<file path="config.mk">
export PLATFORM = sky130hd
export DESIGN_NAME = uart_frame_scheduler
export DESIGN_NICKNAME = d
export VERILOG_FILES = /design/src/rtl/uart_frame_scheduler.sv
export SDC_FILE = /design/constraint.sdc
export NUM_CORES = 1
export LEC_CHECK = 0
export BUFFER_PORTS_ARGS = -buffer_cell sky130_fd_sc_hd__buf_2
export CAP_MARGIN = 20
export CORE_MARGIN = 1.5
export CORE_UTILIZATION = 43
export CTS_CLUSTER_DIAMETER = 50
export CTS_CLUSTER_SIZE = 28
export DETAILED_ROUTE_END_ITERATION = 6
export MAX_ROUTING_LAYER = met4
export PLACE_DENSITY_LB_ADDON = 0.08
export SKIP_CTS_REPAIR_TIMING = 1
export SLEW_MARGIN = 20
export SYNTH_ARGS = -nofsm -noshare
export SYNTH_HDL_FRONTEND = slang
export SYNTH_SLANG_ARGS = --single-unit
</file>
<file path="constraint.sdc">
create_clock -name clk -period 6.1 [get_ports clk]
set_clock_uncertainty 0.1 [all_clocks]
set_input_delay 0.915 -clock clk [delete_from_list [all_inputs] [get_ports clk]]
set_output_delay 0.915 -clock clk [all_outputs]
set_load 0.1 [all_outputs]
</file>
<file path="src/rtl/uart_frame_scheduler.sv">
// Serialises a snapshot of the local tank/bullet state into a 9-byte UART frame
// (header, 7 payload bytes, XOR checksum) once per accepted frame tick.
module uart_frame_scheduler #(
  parameter logic [7:0] HEADER = 8'hA5
) (
  input  logic       clk,
  input  logic       rst,
  input  logic       link_en,
  input  logic       frame_tick,
  input  logic [9:0] xpos_tank,
  input  logic [9:0] ypos_tank,
  input  logic [9:0] xpos_bullet,
  input  logic [9:0] ypos_bullet,
  input  logic [1:0] direction_tank,
  input  logic [2:0] direction_bullet,
  input  logic       tank_hit,
  input  logic       obstacle_hit,
  input  logic [7:0] hp,
  input  logic       tx_done,
  output logic [7:0] tx_data,
  output logic       tx_start,
  output logic       busy,
  output logic       frame_done,
  output logic [7:0] overrun_cnt
);

  typedef enum logic [1:0] {IDLE, SNAP, SEND, WAIT_DONE} state_t;

  state_t     state_reg, state_next;
  logic [3:0] byte_idx_reg, byte_idx_next;
  logic [7:0] checksum_reg, checksum_next;
  logic [7:0] tx_data_reg, tx_data_next;
  logic [7:0] overrun_reg, overrun_next;
  logic       frame_done_reg, frame_done_next;
  logic       snap_load;

  logic [9:0] snap_xpos_tank_reg, snap_ypos_tank_reg;
  logic [9:0] snap_xpos_bullet_reg, snap_ypos_bullet_reg;
  logic [1:0] snap_dir_tank_reg;
  logic [2:0] snap_dir_bullet_reg;
  logic       snap_tank_hit_reg, snap_obstacle_hit_reg;
  logic [7:0] snap_hp_reg;

  logic [7:0] frame_bytes [8];

  // Payload bytes are built only from the snapshot so late input changes never leak in.
  assign frame_bytes[0] = HEADER;
  assign frame_bytes[1] = snap_xpos_tank_reg[7:0];
  assign frame_bytes[2] = snap_ypos_tank_reg[7:0];
  assign frame_bytes[3] = {snap_xpos_tank_reg[9:8], snap_ypos_tank_reg[9:8],
                           snap_dir_tank_reg, snap_tank_hit_reg, snap_obstacle_hit_reg};
  assign frame_bytes[4] = snap_xpos_bullet_reg[7:0];
  assign frame_bytes[5] = snap_ypos_bullet_reg[7:0];
  assign frame_bytes[6] = {snap_xpos_bullet_reg[9:8], snap_ypos_bullet_reg[9:8],
                           1'b0, snap_dir_bullet_reg};
  assign frame_bytes[7] = snap_hp_reg;

  always_ff @(posedge clk) begin
    if (rst) begin
      state_reg             <= IDLE;
      byte_idx_reg          <= 4'd0;
      checksum_reg          <= 8'h00;
      tx_data_reg           <= 8'h00;
      overrun_reg           <= 8'h00;
      frame_done_reg        <= 1'b0;
      snap_xpos_tank_reg    <= 10'd0;
      snap_ypos_tank_reg    <= 10'd0;
      snap_xpos_bullet_reg  <= 10'd0;
      snap_ypos_bullet_reg  <= 10'd0;
      snap_dir_tank_reg     <= 2'd0;
      snap_dir_bullet_reg   <= 3'd0;
      snap_tank_hit_reg     <= 1'b0;
      snap_obstacle_hit_reg <= 1'b0;
      snap_hp_reg           <= 8'h00;
    end else begin
      state_reg      <= state_next;
      byte_idx_reg   <= byte_idx_next;
      checksum_reg   <= checksum_next;
      tx_data_reg    <= tx_data_next;
      overrun_reg    <= overrun_next;
      frame_done_reg <= frame_done_next;
      if (snap_load) begin
        snap_xpos_tank_reg    <= xpos_tank;
        snap_ypos_tank_reg    <= ypos_tank;
        snap_xpos_bullet_reg  <= xpos_bullet;
        snap_ypos_bullet_reg  <= ypos_bullet;
        snap_dir_tank_reg     <= direction_tank;
        snap_dir_bullet_reg   <= direction_bullet;
        snap_tank_hit_reg     <= tank_hit;
        snap_obstacle_hit_reg <= obstacle_hit;
        snap_hp_reg           <= hp;
      end
    end
  end

  always_comb begin
    state_next      = state_reg;
    byte_idx_next   = byte_idx_reg;
    checksum_next   = checksum_reg;
    tx_data_next    = tx_data_reg;
    overrun_next    = overrun_reg;
    frame_done_next = 1'b0;
    snap_load       = 1'b0;

    // Any enabled tick outside IDLE is an overrun, including one coinciding with the last tx_done.
    if (frame_tick && link_en && (state_reg != IDLE) && (overrun_reg != 8'hFF))
      overrun_next = overrun_reg + 8'd1;

    case (state_reg)
      IDLE: begin
        if (frame_tick && link_en)
          state_next = SNAP;
      end
      SNAP: begin
        snap_load     = 1'b1;
        byte_idx_next = 4'd0;
        checksum_next = 8'h00;
        tx_data_next  = HEADER;
        state_next    = SEND;
      end
      SEND: begin
        state_next = WAIT_DONE;
      end
      WAIT_DONE: begin
        if (tx_done) begin
          if (byte_idx_reg < 4'd8) begin
            checksum_next = checksum_reg ^ tx_data_reg;
            byte_idx_next = byte_idx_reg + 4'd1;
            tx_data_next  = (byte_idx_reg == 4'd7) ? (checksum_reg ^ tx_data_reg)
                                                   : frame_bytes[3'(byte_idx_reg[2:0] + 3'd1)];
            state_next    = SEND;
          end else begin
            frame_done_next = 1'b1;
            state_next      = IDLE;
          end
        end
      end
      default: state_next = IDLE;
    endcase
  end

  assign tx_data     = tx_data_reg;
  assign tx_start    = (state_reg == SEND);
  assign busy        = (state_reg != IDLE);
  assign frame_done  = frame_done_reg;
  assign overrun_cnt = overrun_reg;

endmodule

</file>
==> results.toml <==
[setup_path]
path_cells = "ha_1 -> xnor2_1 -> mux2_2 -> o221ai_1 -> o2111ai_1 -> o2111a_1"
critPathBufInv = 0
cp.depth = 6
timing.rr.end = "tx_data[5]"
cpPeakStageDelay_ns = 0.88
endpoint_kind = "flip-flop"
cp_data_required_time_ns = 6.24
critPathArrivalTime_ns = 3.21
crit_slowest_cell = "dfxtp_1"
path_max_fanout = 24
startpoint_type = "flip-flop"
criticalPathCategory = "reg2reg"
rrSetupSlack_ns = 3.02
r2r_cells = 6
critPathTopFamily = "flip-flops"
reg2reg_from = "byte_idx_reg[0]"

[route]
via_count = 3489
totalWireLength_um = 9586
drtIter0Drc = 125
wl_per_cell_um = 14.57
ant_nets = 0
via_per_inst = 5.302
drtPass1Iterations = 5
drc = 0

[synthesis]
ys_types = 48
synth_seq_cells = 86
avgSynthCellArea_um2 = 7.849
synth_warnings = 0
synth-main-ff-cell = "dfxtp_1"
syn_inst = 487
synth_top_family_by_area = "simple AND/OR/NAND/NOR gates"
synth-seq-area-share_pct = 45.04
postSynthNetCount = 549
synth_compound_area_share_pct = 18.72
synthMuxAreaShare_pct = 4.845
synth_fa_ha_area_share_pct = 0.6547
synth-simple-area-share_pct = 23.86
synth-edff-count = 0
synth_xor_area_share_pct = 2.553
netlist_area_mm2 = 0.003822
synth-async-reset-ratio_pct = 0

[cts]
clock_latency_ns = 0.34
cts.sinks = 86
cts_tree = "built"
cts_made_buffers = 9
clk_pin_slew_worst_paths_ns = 0.09
htreeDepth = 3
cts_root_buf = "clkbuf_8"
clock_path_buffers = 2

[floorplanning]
io_pins = 79
die_x_um = 97.29
die-area_mm2 = 0.009464
core-area_mm2 = 0.008678
chipHeight_um = 97.29
rows = 34
start_util_pct = 44.05

[sta]
fin_crit_sh_pct = 50.45
final.min_clock_period_ns = 3.077
hold_viol = 0
max_slew.worst_pin.slew_ns = 0.9192
setup_violations = 0
rsz0062_at_grt = "false"
slew_viol_final = 0
max_freq_mhz = 325.0
fin_ws_ns = 3.023
slew_headroom_pct = 38.28
tns_ns = 0

[placement]
dp_hpwl_um = 6786
dpl_cell_area_mm2 = 0.004223
port_buffers = 78
gp_congestion = 0.8600
dp_worst_setup_slack_ns = 3.025

[power]
p_leak_uw = 0.001717
comb_power_share_pct = 11.3
swShare_pct = 25.69
power.density_mw_per_mm2 = 263.3
p_clk_share_pct = 37.8
p_int_uw = 877.4
seq_power_share_pct = 50.9
p_sw_uw = 303.3
peakVddDrop_mv = 0.1261

[layout]
fillers = 894
area_delta_synth_final_pct = 17.32
multi_input_area_mm2 = 0.001946
fin_area_mm2 = 0.004484
regArea_mm2 = 0.001722
drive_above_1_share_pct = 19.64
nets = 608
post-route-util_pct = 51.67
antenna_cells = 0

[grt]
grt_max_degree = 57
antenna_found_initial = 0
grt_use_total_pct = 21.33
grt_pass1_wl_um = 15950
grt_pass1_vias = 3229
gr-total-overflow = 0

[worst_hold_path]
hold_path_depth = 2
hold_start = "snap_dir_bullet_reg[1]"
hold_path_end = "snap_dir_bullet_reg[1]"
holdCritPathClass = "reg2reg"

[run]
cap_violations = 0

[outcome]
outcome = "finished clean"
[layer usage]
metal / vias up / wire length, um / part of all wire (%) / GRT usage [%]
met5: - / 0 / 0 / -
met4: 0 / 46 / 0.48 / 6.484
met3: 4 / 368 / 3.8 / 3.957
met2: 83 / 4477 / 47 / 32.22
met1: 1625 / 4693 / 49 / 29.25
li1: 1777 / - / - / -
[placed cells by master (no fill, tap or decap), types with 3 or more instances in the layout]
| master | netlist | routed |
|---|---|---|
| o221ai_1 | 3 | 3 |
| nor2_1 | 37 | 36 |
| nor2b_1 | 4 | 4 |
| nand2_1 | 129 | 129 |
| a21oi_1 | 71 | 71 |
| nand3b_1 | 8 | 8 |
| xnor2_1 | 6 | 6 |
| inv_1 | 6 | 6 |
| nand3_1 | 19 | 19 |
| o21ai_0 | 23 | 23 |
| mux2i_1 | 8 | 8 |
| a311oi_1 | 3 | 3 |
| nor3_1 | 5 | 5 |
| mux4_2 | 3 | 3 |
| a31oi_1 | 5 | 5 |
| buf_2 | 6 | 78 |
| clkbuf_8 | 0 | 11 |
| dfxtp_1 | 86 | 86 |
| o211ai_1 | 3 | 3 |
[power groups by stage]
stage               sequential, uW  combinational (uW)  clock [uW]
finish                         601                 133         446
global placement               614                 128           0
floorplan                      625                75.5           0
detailed placement             615                 130           0
global route                   604                 147         480
CTS                            601                 130         455
[Yosys cell counts (2+ instances only)]
library cell / count / area (um2)
a21oi_1: 71 / 355.3
a22oi_1: 2 / 15.01
a311oi_1: 3 / 26.28
a31oi_1: 5 / 31.28
buf_1: 8 / 30.03
buf_2: 6 / 30.03
clkbuf_1: 17 / 63.81
dfxtp_1: 86 / 1722
ha_1: 2 / 25.02
inv_1: 6 / 22.52
mux2_2: 2 / 22.52
mux2i_1: 8 / 80.08
mux4_2: 3 / 67.56
nand2_1: 129 / 484.2
nand2b_1: 2 / 12.51
nand3_1: 19 / 95.09
nand3b_1: 8 / 60.06
nand4_1: 2 / 12.51
nand4b_1: 2 / 17.52
nor2_1: 37 / 138.9
nor2b_1: 4 / 25.02
nor3_1: 5 / 25.02
o211a_1: 2 / 20.02
o211ai_1: 3 / 22.52
o21a_1: 2 / 15.01
o21ai_0: 23 / 115.1
o221ai_1: 3 / 26.28
xnor2_1: 6 / 52.55
xor2_1: 2 / 17.52
[cell families after synthesis]
logic type,count (synthesis)
adders and majority gates,2
AOI/OAI and AO/OA,123
and+or+nand+nor,214
DFF,86
muxes,14
xor gates and xnor gates,9
buffers and inverters,39
[worst max-delay path by stage]
stage / startpoint / endpoint / slack, ns
floorplan: state_reg[1] / tx_start / 3.28
global placement: byte_idx_reg[0] / tx_data[5] / 3.16
detailed placement: byte_idx_reg[0] / tx_data[5] / 3.02
CTS: byte_idx_reg[0] / tx_data[5] / 3.00
global route: byte_idx_reg[0] / tx_data[5] / 2.73
finish: byte_idx_reg[0] / tx_data[5] / 3.02
[cell type report]
| type | instances | share of cell area (%) |
|---|---|---|
| clock inverters | 4 | 1.563 |
| flip-flops and latches | 86 | 38.39 |
| inverters | 6 | 0.5022 |
| well taps | 108 | 3.013 |
| clock buffers | 11 | 3.376 |
| repair buffers | 81 | 9.766 |
| multi-input cells | 362 | 43.39 |
[metrics by stage]
| stage | std cells | total power, uW | hold slack, ns |
|---|---|---|---|
| final | 658 | 1181 | 0.3590 |
| after global routing | 658 | 1231 | 0.3828 |
| after CTS | 656 | 1186 | 0.3628 |
| after detailed placement | 641 | 744.3 | 0.3502 |
| after global placement | 641 | 742.5 | 0.3437 |
| after floorplan | 487 | 700.7 | 0.3329 |
[worst min-delay path, cell delays in order, from the launching register on]
cell and delay, ns:
dfxtp_1 0.32, nand2_1 0.05, a21oi_1 0.05
Power figures use the tool's default switching activity.
